File: config.mk
export PLATFORM = sky130hd
export DESIGN_NAME = dut_test_sequencer
export DESIGN_NICKNAME = d
export VERILOG_FILES = /design/src/rtl/dut_seq_pkg.sv /design/src/rtl/dut_test_sequencer_tracker.sv /design/src/rtl/dut_test_sequencer.sv
export SDC_FILE = /design/constraint.sdc
export NUM_CORES = 1
export LEC_CHECK = 0
export CAP_MARGIN = 30
export CORE_ASPECT_RATIO = 1.4
export CORE_MARGIN = 2
export CORE_UTILIZATION = 28
export CTS_BUF_LIST = sky130_fd_sc_hd__clkbuf_16
export CTS_CLUSTER_SIZE = 16
export DETAILED_ROUTE_END_ITERATION = 16
export GPL_TIMING_DRIVEN = 0
export HOLD_SLACK_MARGIN = 0.1
export PLACE_DENSITY = 0.63
export SLEW_MARGIN = 5
export SYNTH_ARGS = -nofsm -noshare
export SYNTH_HDL_FRONTEND = slang
export SYNTH_HIERARCHICAL = 1
export SYNTH_SLANG_ARGS = --single-unit
File: constraint.sdc
create_clock -name clock -period 5.9 [get_ports clock]
set_clock_uncertainty 0.2 [all_clocks]
set_input_delay 0.885 -clock clock [delete_from_list [all_inputs] [get_ports clock]]
set_output_delay 0.885 -clock clock [all_outputs]
set_load 0.03 [all_outputs]
File: src/rtl/dut_seq_pkg.sv
// ------------------------------------------------------------------
// dut_seq_pkg : opcodes, FSM encoding and width helper for the sequencer
// Rev 1.0
// ------------------------------------------------------------------
`default_nettype none

package dut_seq_pkg;

  localparam logic [7:0] C_OP_NOP         = 8'h00;
  localparam logic [7:0] C_OP_SETUP_MUXES = 8'h01;
  localparam logic [7:0] C_OP_STIM_BURST  = 8'h02;
  localparam logic [7:0] C_OP_SYNC        = 8'h03;
  localparam logic [7:0] C_OP_END         = 8'hFF;

  typedef enum logic [2:0] {
    ST_IDLE  = 3'd0,
    ST_FETCH = 3'd1,
    ST_STIM  = 3'd2,
    ST_SYNC  = 3'd3,
    ST_DONE  = 3'd4
  } seq_state_t;

  function automatic int dif_width(input int cmd_ext_width, input int stf_width);
    return cmd_ext_width + stf_width;
  endfunction

endpackage

`default_nettype wire

File: src/rtl/dut_test_sequencer_tracker.sv
// ------------------------------------------------------------------
// seq_vec_tracker : issued/completed vector counters, outstanding window
// and spurious-result detection. Rev 1.0
// ------------------------------------------------------------------
`default_nettype none

module seq_vec_tracker
  import dut_seq_pkg::*;
#(
  parameter int CNT_WIDTH       = 16,
  parameter int MAX_OUTSTANDING = 16
) (
  input  logic                 clock,
  input  logic                 reset,
  input  logic                 clear,
  input  logic                 count_en,
  input  logic                 issue,
  input  logic                 strobe,
  output logic [CNT_WIDTH-1:0] vec_issued,
  output logic [CNT_WIDTH-1:0] vec_completed,
  output logic                 can_issue,
  output logic                 all_done,
  output logic                 spurious
);

  logic [CNT_WIDTH-1:0] r_issued;
  logic [CNT_WIDTH-1:0] r_completed;
  logic [CNT_WIDTH-1:0] w_outstanding;
  logic                 w_strobe_live;

  // Modulo difference keeps the window correct across counter wrap.
  assign w_outstanding = r_issued - r_completed;
  assign can_issue     = {1'b0, w_outstanding} < (CNT_WIDTH+1)'(MAX_OUTSTANDING);
  assign all_done      = (r_issued == r_completed);
  assign w_strobe_live = strobe & count_en;
  assign spurious      = w_strobe_live & all_done & ~issue;

  assign vec_issued    = r_issued;
  assign vec_completed = r_completed;

  always_ff @(posedge clock) begin
    if (reset || clear) begin
      r_issued    <= '0;
      r_completed <= '0;
    end else begin
      if (issue)
        r_issued <= r_issued + CNT_WIDTH'(1);
      if (w_strobe_live && (!all_done || issue))
        r_completed <= r_completed + CNT_WIDTH'(1);
    end
  end

endmodule

`default_nettype wire

File: src/rtl/dut_test_sequencer.sv
// ------------------------------------------------------------------
// dut_test_sequencer : runs a test program from the command FIFO into
// DI_FIFO / STIM_FIFO. Macro DUT_SEQ_TIMEOUT_EN adds a SYNC watchdog. Rev 1.0
// ------------------------------------------------------------------
`default_nettype none

module dut_test_sequencer
  import dut_seq_pkg::*;
#(
  parameter int STF_WIDTH       = 24,
  parameter int CMD_EXT_WIDTH   = 8,
  parameter int DIF_WIDTH       = dif_width(CMD_EXT_WIDTH, STF_WIDTH),
  parameter int CNT_WIDTH       = 16,
  parameter int MAX_OUTSTANDING = 16,
  parameter int TIMEOUT_CYCLES  = 65535
) (
  input  logic                 clock,
  input  logic                 reset,
  input  logic                 start,
  input  logic [DIF_WIDTH-1:0] cfifo_data,
  input  logic                 cfifo_rdempty,
  output logic                 cfifo_rdreq,
  output logic [STF_WIDTH-1:0] sfifo_data,
  output logic                 sfifo_wrreq,
  input  logic                 sfifo_wrfull,
  output logic [DIF_WIDTH-1:0] dififo_data,
  output logic                 dififo_wrreq,
  input  logic                 dififo_wrfull,
  input  logic                 res_strobe,
  output logic                 busy,
  output logic                 done,
  output logic                 error,
  output logic [CNT_WIDTH-1:0] vec_issued,
  output logic [CNT_WIDTH-1:0] vec_completed
);

  localparam logic [CMD_EXT_WIDTH-1:0] OPC_NOP   = CMD_EXT_WIDTH'(C_OP_NOP);
  localparam logic [CMD_EXT_WIDTH-1:0] OPC_SETUP = CMD_EXT_WIDTH'(C_OP_SETUP_MUXES);
  localparam logic [CMD_EXT_WIDTH-1:0] OPC_BURST = CMD_EXT_WIDTH'(C_OP_STIM_BURST);
  localparam logic [CMD_EXT_WIDTH-1:0] OPC_SYNC  = CMD_EXT_WIDTH'(C_OP_SYNC);
  localparam logic [CMD_EXT_WIDTH-1:0] OPC_END   = CMD_EXT_WIDTH'(C_OP_END);

  seq_state_t               r_state;
  logic [CNT_WIDTH-1:0]     r_remaining;
  logic                     r_busy;
  logic                     r_done;
  logic                     r_error;
  logic [CMD_EXT_WIDTH-1:0] w_opcode;
  logic [CNT_WIDTH-1:0]     w_burst_len;
  logic                     w_fetch_go;
  logic                     w_fetch_pop;
  logic                     w_di_write;
  logic                     w_stim_write;
  logic                     w_can_issue;
  logic                     w_all_done;
  logic                     w_spurious;
  logic                     w_timeout;

  assign w_opcode    = cfifo_data[DIF_WIDTH-1 -: CMD_EXT_WIDTH];
  assign w_burst_len = cfifo_data[CNT_WIDTH-1:0];

  // A SETUP_MUXES word is only consumed when DI_FIFO can take it.
  assign w_fetch_go   = (r_state == ST_FETCH) && !cfifo_rdempty;
  assign w_di_write   = w_fetch_go && (w_opcode == OPC_SETUP) && !dififo_wrfull;
  assign w_fetch_pop  = w_fetch_go && ((w_opcode != OPC_SETUP) || !dififo_wrfull);
  assign w_stim_write = (r_state == ST_STIM) && !cfifo_rdempty && !sfifo_wrfull && w_can_issue;

  assign cfifo_rdreq  = w_fetch_pop | w_stim_write;
  assign dififo_wrreq = w_di_write;
  assign dififo_data  = cfifo_data;
  assign sfifo_wrreq  = w_stim_write;
  assign sfifo_data   = cfifo_data[STF_WIDTH-1:0];

  assign busy  = r_busy;
  assign done  = r_done;
  assign error = r_error;

  seq_vec_tracker #(
    .CNT_WIDTH       (CNT_WIDTH),
    .MAX_OUTSTANDING (MAX_OUTSTANDING)
  ) u_tracker (
    .clock         (clock),
    .reset         (reset),
    .clear         ((r_state == ST_IDLE) && start),
    .count_en      (r_state != ST_IDLE),
    .issue         (w_stim_write),
    .strobe        (res_strobe),
    .vec_issued    (vec_issued),
    .vec_completed (vec_completed),
    .can_issue     (w_can_issue),
    .all_done      (w_all_done),
    .spurious      (w_spurious)
  );

`ifdef DUT_SEQ_TIMEOUT_EN
  logic [31:0] r_wdog;

  // Held at zero outside SYNC, so every SYNC entry starts a fresh count.
  always_ff @(posedge clock) begin
    if (reset || (r_state != ST_SYNC))
      r_wdog <= '0;
    else
      r_wdog <= r_wdog + 32'd1;
  end

  assign w_timeout = (r_state == ST_SYNC) && (r_wdog == 32'(TIMEOUT_CYCLES - 1));
`else
  assign w_timeout = 1'b0;

  if (TIMEOUT_CYCLES < 1) begin : g_timeout_unused
  end
`endif

  always_ff @(posedge clock) begin
    if (reset) begin
      r_state     <= ST_IDLE;
      r_remaining <= '0;
      r_busy      <= 1'b0;
      r_done      <= 1'b0;
      r_error     <= 1'b0;
    end else begin
      r_done <= 1'b0;
      if (w_spurious)
        r_error <= 1'b1;
      case (r_state)
        ST_IDLE: begin
          if (start) begin
            r_error <= 1'b0;
            r_busy  <= 1'b1;
            r_state <= ST_FETCH;
          end
        end
        ST_FETCH: begin
          if (w_fetch_pop) begin
            case (w_opcode)
              OPC_NOP, OPC_SETUP: begin
              end
              OPC_BURST: begin
                r_remaining <= w_burst_len;
                if (w_burst_len != '0)
                  r_state <= ST_STIM;
              end
              OPC_SYNC: r_state <= ST_SYNC;
              OPC_END: begin
                r_state <= ST_DONE;
                r_busy  <= 1'b0;
                r_done  <= 1'b1;
              end
              default: r_error <= 1'b1;
            endcase
          end
        end
        ST_STIM: begin
          if (w_stim_write) begin
            r_remaining <= r_remaining - CNT_WIDTH'(1);
            if (r_remaining == CNT_WIDTH'(1))
              r_state <= ST_FETCH;
          end
        end
        ST_SYNC: begin
          if (w_all_done) begin
            r_state <= ST_FETCH;
          end else if (w_timeout) begin
            r_error <= 1'b1;
            r_state <= ST_DONE;
            r_busy  <= 1'b0;
            r_done  <= 1'b1;
          end
        end
        ST_DONE: r_state <= ST_IDLE;
        default: begin
          r_state <= ST_IDLE;
          r_busy  <= 1'b0;
        end
      endcase
    end
  end

endmodule

`default_nettype wire
* Word-level counts from Yosys, hierarchy flattened
Index checks and enable logic that the tools add are counted.
** Operators by class
- Bitwise logic cells :: 8
- $mul :: 0
- Eq/ne operators :: 20
- Mux-type cells :: 22
- Reduce and logical (&&, ||, !) cells :: 27
- Add/sub/neg operators :: 4
- $lt $le $gt $ge :: 1
- Div/mod/pow operators :: 0
- Shifts and indexed selects :: 0
** Operators with widths (number)
- 16-bit two-way mux :: 3
- 16-bit by 1-bit adder with 16-bit output, second input constant :: 2
- 16-bit case mux with 2 select lines :: 1
- 3-bit two-way mux :: 6
- 16-bit by 1-bit == test with 1-bit output, second input constant :: 1
- 16-bit == test :: 1
- 8-bit by 2-bit == test with 1-bit output, second input constant :: 2
- 16-bit by 5-bit less-than comparator with 1-bit output, second input constant :: 1
- 16-bit nonzero test :: 1
- 16-bit by 1-bit subtractor with 16-bit output, second input constant :: 1
- 16-bit subtractor :: 1
- 3-bit case mux with 4 select lines :: 1
- 2-bit by 1-bit != test with 1-bit output, second input constant :: 5
- 1-bit logical AND :: 9
- 3-bit case mux with 3 select lines :: 1
- 8-bit by 1-bit == test with 1-bit output, second input constant :: 1
- 8-bit == test, second input constant :: 1
- 8-bit zero test :: 1
- 1-bit two-way mux :: 8
- 8-bit by 1-bit != test with 1-bit output, second input constant :: 1
- 4-bit AND reduction :: 2
- 7-bit AND reduction :: 1
- 3-bit by 2-bit == test with 1-bit output, second input constant :: 2
- 3-bit OR reduction :: 2
- 16 further kinds :: 27
** Word-level totals
- RAM bits :: 0
- Output and inout bits :: 94
- Bits of input ports :: 39
- Bits in registers :: 54
- Logic and storage cells :: 89
- ROM bits :: 0
- Latch bits :: 0
- Memories :: 0

* Longest topological paths before layout
Gate-level depths: netlist of the first run.
- Depth after elaboration :: 10
- Gate-level depth with buffers :: 19
- Mapped depth without buffers :: 17

* By module
The synthesis of the first run kept the hierarchy.
** Modules (own cells, without submodules)
- seq_vec_tracker :: sequential area each 640.6 um^2, cells an instance 270, area each 2169.6 um^2, times used 1
- dut_test_sequencer :: sequential area each 440.4 um^2, cells an instance 262, area each 2139.6 um^2, times used 1

* Least setup slack after synthesis of the first run
OpenSTA, ideal clock, no wires.
- Path kind :: reg-to-reg
- Start point :: reg u_tracker.r_completed[3], in the netlist u_tracker/vec_completed[3]
- End point :: reg u_tracker.r_completed[14], in the netlist u_tracker/vec_completed[14]
- Period minus slack after synthesis :: 5095 ps
- Setup time :: 128 ps
- Arrival :: 4767 ps
- Cell stages (with the launch flop) :: 19
- Setup slack :: 805 ps
- Path buffers :: 1
- Data required time :: 5572 ps
- Path through :: dfxtp_1 > inv_1 > ha_1 > a21o_1 > a21oi_2 > a21oi_2 > or4_4 > a221oi_2 > nand4_1 > nor4_1 > or3b_4 > nor2_1 > clkbuf_1 > inv_1 > a41oi_4 > nand4_2 > nor4_2 > xnor2_1 > nor2_1
** Between the ends
- Longest elaborated chain between the ends :: 5
- Elaborated cells on any way between the ends :: 8
- Those cells by class :: add/sub: 2; order compare: 1; eq/ne: 1; reduce/logical: 4
** Ends and longest elaborated chain
- from (decl) :: RTL line dut_test_sequencer_tracker.sv:27 : logic [CNT_WIDTH-1:0] r_completed;
- from (signal assigned) :: RTL line dut_test_sequencer_tracker.sv:49 : r_completed <= r_completed + CNT_WIDTH'(1);
- 16-bit subtractor :: RTL line dut_test_sequencer_tracker.sv:32 : assign w_outstanding = r_issued - r_completed;
- 16-bit by 5-bit less-than comparator with 1-bit output :: RTL line dut_test_sequencer_tracker.sv:33 : assign can_issue = {1'b0, w_outstanding} < (CNT_WIDTH+1)'(MAX_OUTSTANDING);
- net w_can_issue :: RTL line dut_test_sequencer.sv:54 : logic w_can_issue;
- 1-bit logical AND :: RTL line dut_test_sequencer.sv:66 : assign w_stim_write = (r_state == ST_STIM) && !cfifo_rdempty && !sfifo_wrfull && w_can_issue;
- net sfifo_wrreq :: RTL line dut_test_sequencer.sv:24 : output logic sfifo_wrreq,
- 1-bit logical OR :: RTL line dut_test_sequencer_tracker.sv:48 : if (w_strobe_live && (!all_done || issue))
- 1-bit logical AND :: RTL line dut_test_sequencer_tracker.sv:48
The timed path passes the listed nets, and every way through them passes these cells.
A chain may end at the register's enable or synchronous reset.

* Final worst setup path of the first run
- Start point :: reg u_tracker.r_completed[4], in the netlist u_tracker/vec_completed[4]
- End point :: out cfifo_rdreq
** Between the ends
- Longest elaborated chain between the ends :: 4
** Ends and longest elaborated chain
- 16-bit subtractor :: RTL line dut_test_sequencer_tracker.sv:32
- 16-bit by 5-bit less-than comparator with 1-bit output :: RTL line dut_test_sequencer_tracker.sv:33
- net w_can_issue :: RTL line dut_test_sequencer.sv:54
- 1-bit logical AND :: RTL line dut_test_sequencer.sv:66
- 1-bit bitwise OR :: RTL line dut_test_sequencer.sv:68 : assign cfifo_rdreq = w_fetch_pop | w_stim_write;
- to (decl) :: RTL line dut_test_sequencer.sv:22 : output logic cfifo_rdreq,
The timed path passes the listed nets, and every way through them passes these cells.

==> results of run 1 <==
## cells in the final DEF, fill, tap and decap left out, drive strengths merged, types with 4 or more instances in the layout
cell,instances
a21o,5
a21oi,36
a31oi,5
and3,14
buf,72
clkbuf,13
clkdlybuf4s50,124
dfxtp,54
ha,19
inv,28
mux2i,5
nand2,27
nand3,11
nand4,15
nor2,61
nor3,16
nor3b,5
nor4,13
o21ai,15
o221a,4
o311ai,13
o31ai,16
or3,11
xnor2,15
xor2,15
## kinds of logic (layout without fill, tap and decap cells)
| family | after synthesis | in the layout | share of synthesized area [%] |
|---|---|---|---|
| compound gates | 118 | 118 | 20.59 |
| xor+xnor | 30 | 30 | 6.098 |
| fa+ha+maj | 19 | 19 | 5.517 |
| buf+inv | 108 | 240 | 15.88 |
| flops | 54 | 54 | 25.09 |
| mux | 5 | 5 | 1.161 |
| simple gates | 198 | 198 | 25.67 |
## metrics by stage
stage                     std cells  total power [mW]
after floorplan                 532            0.8287
after global placement          848             1.003
after detailed placement        848             1.012
after CTS                       856             1.363
after global routing            856             1.425
final                           856             1.356
## worst min path at each step
stage                                               to  slack (ns)  depth (start not counted)
final                     r_remaining[14]$_SDFFE_PP0P_        0.28                          2
after global routing      r_remaining[13]$_SDFFE_PP0P_        0.33                          2
after CTS                 r_remaining[14]$_SDFFE_PP0P_        0.29                          2
after detailed placement  r_remaining[14]$_SDFFE_PP0P_        0.28                          2
after global placement     r_remaining[9]$_SDFFE_PP0P_        0.27                          2
after floorplan           r_remaining[14]$_SDFFE_PP0P_        0.25                          2
## power groups by stage
stage          Clock, mW  Sequential, mW  Combinational, mW
6_report           0.346           0.415              0.595
5_1_grt            0.367           0.416              0.642
4_1_cts            0.358           0.414              0.591
3_5_place_dp           0           0.422              0.590
3_3_place_gp           0           0.419              0.584
2_1_floorplan          0           0.423              0.406
## layout make-up
class | count | area [sq um]
fillers | 1524 | 9096
multi-input cells | 370 | 2544
repair buffers | 124 | 1241
flip-flops and latches | 54 | 1081
plain buffers | 81 | 583.1
well taps | 192 | 240.2
clock buffers | 5 | 125.1
inverters | 27 | 101.3
clock inverters | 3 | 41.29
## critical path: cells and delay by family (launching register included)
kind / cells / cell delay (ns)
flops: 1 / 0.39
fa+ha+maj: 1 / 0.34
simple gates: 6 / 1.98
buf+inv: 2 / 0.78
compound gates: 4 / 0.61
## sequential cells by signal (all words and copies together), names as in the netlist
signal and count:
r_state 3, error 1, u_tracker/vec_issued 16, r_remaining 16, u_tracker/vec_completed 16, busy 1, done 1
## per-layer routing
| metal | wire length (um) | share of wire (%) | global-route usage (%) | vias up |
|---|---|---|---|---|
| met5 | 0 | 0 | 0 | - |
| met4 | 232 | 1.8 | 6.346 | 0 |
| met3 | 864 | 6.7 | 2.969 | 19 |
| met2 | 6737 | 52 | 29.69 | 167 |
| met1 | 5097 | 39 | 16.72 | 2019 |
| li1 | - | - | - | 2136 |
==> flow_summary.json, run 1 <==
{
  "cts_buffers": 5,
  "grt_max_degree": 17,
  "worstPathRequired_ns": 4.82,
  "holdWs_ns": 0.2806,
  "firstDrtPassIters": 5,
  "h-tree-depth": 2,
  "status": "finished, final reports clean",
  "cts_root_buf": "clkbuf_16",
  "ctsHoldBuffers": 0,
  "syn-cell-area_sq_mm": 0.004309,
  "drc": 0,
  "grt_util_all_layers_pct": 15.67,
  "rows": 53,
  "ys_dominant_reg_cell": "dfxtp_1",
  "hold_path.class": "register to register",
  "synthCells": 532,
  "maxCapViolCount": 0,
  "cts.clk_slew.worst_paths_ns": 0.07,
  "die_width_um": 108.8,
  "utilization_pct": 39.57,
  "p_comb_share_pct": 43.9,
  "setup_ws_ns": 0.4059,
  "post_cts_resized": 0,
  "place_ws_ns": 0.5918,
  "r2r-start": "u_tracker/vec_completed[4]$_SDFFE_PP0P_",
  "crit_fanout": 5,
  "r2r_cells": 18,
  "io_pins": 133,
  "maxSlewViolCount": 0,
  "place_congestion": 0.9568,
  "clk_latency_ns": 0.30,
  "port_buffers": 124,
  "setup_tns_ns": 0,
  "synth-edff-count": 0,
  "ant_nets": 0,
  "cts_tree": "done",
  "num_vias": 4341,
  "worstHoldStart": "r_remaining[14]$_SDFFE_PP0P_",
  "critPathSlowestCell": "clkdlybuf4s50_1",
  "p_leak_nw": 2.282,
  "tightest_slew_ns": 0.6483,
  "wire_per_inst_um": 15.11,
  "synth_cell_type_count": 77,
  "drtIter0Drc": 304,
  "syn2layout_area_growth_pct": 38.24,
  "fin_area_sq_mm": 0.005957,
  "fmax_ghz": 0.1820,
  "yosysSeqAreaShare_pct": 25.09,
  "diodes": 0,
  "r2r_end": "u_tracker/vec_completed[11]$_SDFFE_PP0P_",
  "final_nets": 721,
  "powerDensity_mw_per_mm2": 227.6,
  "core-area_sq_mm": 0.01505,
  "p_sw_share_pct": 38.27,
  "crit_end": "cfifo_rdreq",
  "p_int_uw": 836.9,
  "synth_most_common_cell": "nor2_1",
  "syn_area_per_cell_sq_um": 8.100,
  "wl_um": 12930,
  "cp-start-kind": "register",
  "post_dp_cell_area_sq_mm": 0.005791,
  "grt_pass1_wl_um": 20560,
  "cts_sinks": 54,
  "start_util_pct": 28.63,
  "drive_gt1_share_pct": 16.72,
  "cts_setup_buffers": 0,
  "seq_power_share_pct": 30.6,
  "antenna_found_initial": 0,
  "endpoint_kind": "output pin",
  "hpwl_um": 10180,
  "grt_overflow_total": 0,
  "yosys-top-cells-count": "nor2_1, buf_4, dfxtp_1",
  "grt_pass1_vias": 4347,
  "syn_nets": 590,
  "clock_power_share_pct": 25.5,
  "cpPeakStageDelay_ns": 0.67,
  "yosysWarnings": 6,
  "ys_top_cells_by_area": "dfxtp_1, buf_4, ha_1",
  "dieHeight_um": 150.8,
  "startpoint": "u_tracker/vec_completed[4]$_SDFFE_PP0P_",
  "maxSlewHeadroom_pct": 56.38,
  "fin_crit_ns": 5.494,
  "rsz0062_at_grt": "false",
  "clockBufferDepth": 2,
  "hold_violations": 0,
  "viasPerCell": 5.071,
  "synthArstFlopShare_pct": 0,
  "worstPathArrival_ns": 4.41,
  "crit_chain": "inv_1 -> ha_1 -> and3_2 -> o21ai_2 -> a21oi_2 -> or4_4 -> a221oi_2 -> nand4_1 -> nor4_1 -> or3b_4 -> nor2_1 -> a21o_1 -> clkdlybuf4s50_1",
  "post-route-period-util_pct": 93.12,
  "dieArea_sq_mm": 0.01641,
  "power.switching_uw": 518.9,
  "netlist.area_leader.share_pct": 25.09,
  "crit_type": "register to output pin",
  "ir_worst_vdd_v": 0.0001164,
  "setup_viol": 0,
  "r2r_slack_ns": 0.63,
  "ys_seq_elements": 54,
  "yosys.area.top_type": "dfxtp_1"
}
Power figures use the tool's default switching activity.
==> inputs of run 2 (changes only) <==
CORE_UTILIZATION = 35   (was 28)
PLACE_DENSITY = 0.73   (was 0.63)
==> run 2 against run 1 <==
Worst setup slack worse by 0.090 ns. Sequential cell count unchanged. Highest routed layer unchanged. Critical path type unchanged. Global-route usage up 4.0 points.
==> flow_summary.json, run 2 (synthesized netlist as in run 1, its figures left out) <==
{
  "status": "finished, final reports clean",
  "worstPathRequired_ns": 4.82,
  "r2r_slack_ns": 0.53,
  "powerDensity_mw_per_mm2": 227.8,
  "grt_pass1_wl_um": 21440,
  "firstDrtPassIters": 5,
  "post-route-period-util_pct": 94.64,
  "setup_viol": 0,
  "rows": 48,
  "maxSlewHeadroom_pct": 59.34,
  "core-area_sq_mm": 0.01219,
  "worstHoldEndpoint": "r_remaining[14]$_SDFFE_PP0P_",
  "grt_max_degree": 17,
  "port_buffers": 124,
  "wl_um": 13110,
  "ant_nets": 0,
  "antenna_found_initial": 0,
  "dieHeight_um": 135.3,
  "fmax_ghz": 0.1791,
  "place_congestion": 0.9951,
  "path_buf_inv": 2,
  "worstHoldStart": "r_remaining[14]$_SDFFE_PP0P_",
  "ir_worst_vdd_v": 0.0001080,
  "crit_chain": "inv_1 -> ha_1 -> and3_2 -> o21ai_2 -> a21oi_2 -> or4_4 -> a221oi_2 -> nand4_1 -> nor4_1 -> or3b_4 -> nor2_1 -> a21o_1 -> clkdlybuf4s50_1",
  "r2r_cells": 18,
  "crit_type": "register to output pin",
  "start_util_pct": 35.34,
  "drtIter0Drc": 182,
  "cts_root_buf": "clkbuf_16",
  "r2r_end": "u_tracker/vec_completed[7]$_SDFFE_PP0P_",
  "num_vias": 4394,
  "maxSlewViolCount": 0,
  "power.total_mw": 1.345,
  "seqCellArea_sq_mm": 0.001081,
  "final_nets": 721,
  "crit_fanout": 5,
  "place_ws_ns": 0.5010,
  "grt_pass1_vias": 4338,
  "ctsHoldBuffers": 0,
  "cpPeakStageDelay_ns": 0.67,
  "top_usage_layer": "met2",
  "post_dp_cell_area_sq_mm": 0.005738,
  "h-tree-depth": 2,
  "grt_util_all_layers_pct": 19.62,
  "p_leak_nw": 2.282,
  "hold_depth": 2,
  "die_width_um": 97.78,
  "rsz0062_at_grt": "false",
  "grt_util_met3_pct": 3.044,
  "cts_tree": "done",
  "final_common_cell": "clkdlybuf4s50_1",
  "post_cts_resized": 0,
  "endpoint_kind": "output pin",
  "wire_per_inst_um": 16.11,
  "setup_ws_ns": 0.3160,
  "diodes": 0,
  "drc": 0,
  "met2_usage_pct": 38.58,
  "met1_usage_pct": 21.31,
  "cts_buffers": 5,
  "critPathSlowestCell": "clkdlybuf4s50_1",
  "cts_setup_buffers": 0,
  "hold_path.class": "register to register",
  "setup_tns_ns": 0,
  "dieArea_sq_mm": 0.01323,
  "maxCapViolCount": 0,
  "multi_input_area_sq_mm": 0.002544,
  "worstPathArrival_ns": 4.50,
  "drive_gt1_share_pct": 16.72,
  "cts_sinks": 54,
  "clk_latency_ns": 0.29,
  "cp-start-kind": "register",
  "fill_cells": 1183,
  "cp_top_family": "simple AND/OR/NAND/NOR gates",
  "fin_crit_ns": 5.584,
  "utilization_pct": 48.43,
  "hold_violations": 0,
  "grt_overflow_total": 0,
  "io_pins": 133,
  "hpwl_um": 10450,
  "cts.clk_slew.worst_paths_ns": 0.07,
  "syn2layout_area_growth_pct": 37.02,
  "final_cell_mix": "clkdlybuf4s50_1, nor2_1, buf_4",
  "tightest_slew_ns": 0.6043,
  "fin_area_sq_mm": 0.005904,
  "r2r-start": "u_tracker/vec_completed[4]$_SDFFE_PP0P_",
  "clockBufferDepth": 2,
  "viasPerCell": 5.398
}
==> run 2: cell counts in the layout (fill, tap and decap cells not counted) <==
No cell type changed its count.
==> run 2: how the worst max path moves through the flow <==
stage                                                  startpoint                                        to  slack [ns]  cells past startpoint
final                     u_tracker/vec_completed[4]$_SDFFE_PP0P_                               cfifo_rdreq        0.32                     13
after global routing      u_tracker/vec_completed[4]$_SDFFE_PP0P_                               cfifo_rdreq        0.11                     13
after CTS                 u_tracker/vec_completed[4]$_SDFFE_PP0P_                               cfifo_rdreq        0.28                     13
after detailed placement  u_tracker/vec_completed[4]$_SDFFE_PP0P_  u_tracker/vec_completed[15]$_SDFFE_PP0P_        0.50                     18
after global placement    u_tracker/vec_completed[4]$_SDFFE_PP0P_  u_tracker/vec_completed[15]$_SDFFE_PP0P_        0.61                     18
after floorplan           u_tracker/vec_completed[3]$_SDFFE_PP0P_  u_tracker/vec_completed[14]$_SDFFE_PP0P_        0.80                     18
==> run 2: worst reg2reg max path: stages, from the launching register on <==
cell and delay, ns:
dfxtp_1 0.40, inv_1 0.13, ha_1 0.34, and3_2 0.27, o21ai_2 0.10, a21oi_2 0.11
or4_4 0.52, a221oi_2 0.31, nand4_1 0.11, nor4_1 0.47, or3b_4 0.46, nor2_1 0.20
clkbuf_1 0.33, inv_1 0.13, a41oi_4 0.27, nor4b_4 0.47, nand4_1 0.17, xnor2_1 0.18
nor2_1 0.06
==> run 2: power breakdown <==
group | switching, mW | total [mW] | internal (mW)
combinational | 0.349 | 0.597 | 0.248
sequential | 0.0213 | 0.411 | 0.390
clock | 0.138 | 0.337 | 0.199
total | 0.508 | 1.34 | 0.837
==> run 2: per-stage QoR <==
| step | std cells | hold WS (ns) |
|---|---|---|
| after floorplan | 532 | 0.2519 |
| after global placement | 806 | 0.2620 |
| after detailed placement | 806 | 0.2758 |
| after CTS | 814 | 0.2893 |
| after global routing | 814 | 0.3149 |
| final | 814 | 0.2874 |
==> run 2: metal layers <==
metal | part of all wire, % | wire (um) | up-vias
li1 | - | - | 2134
met1 | 38 | 5037 | 2069
met2 | 53 | 6995 | 166
met3 | 5.7 | 743 | 25
met4 | 2.6 | 335 | 0
met5 | 0 | 0 | -
==> run 2: cell type report <==
cell class	count	share of cell area [%]
Multi-Input combinational cell	370	43.08
Timing Repair Buffer	124	21.02
Sequential cell	54	18.31
Buffer	81	9.875
Tap cell	150	3.179
Clock buffer	5	2.119
Inverter	27	1.716
Clock inverter	3	0.6993
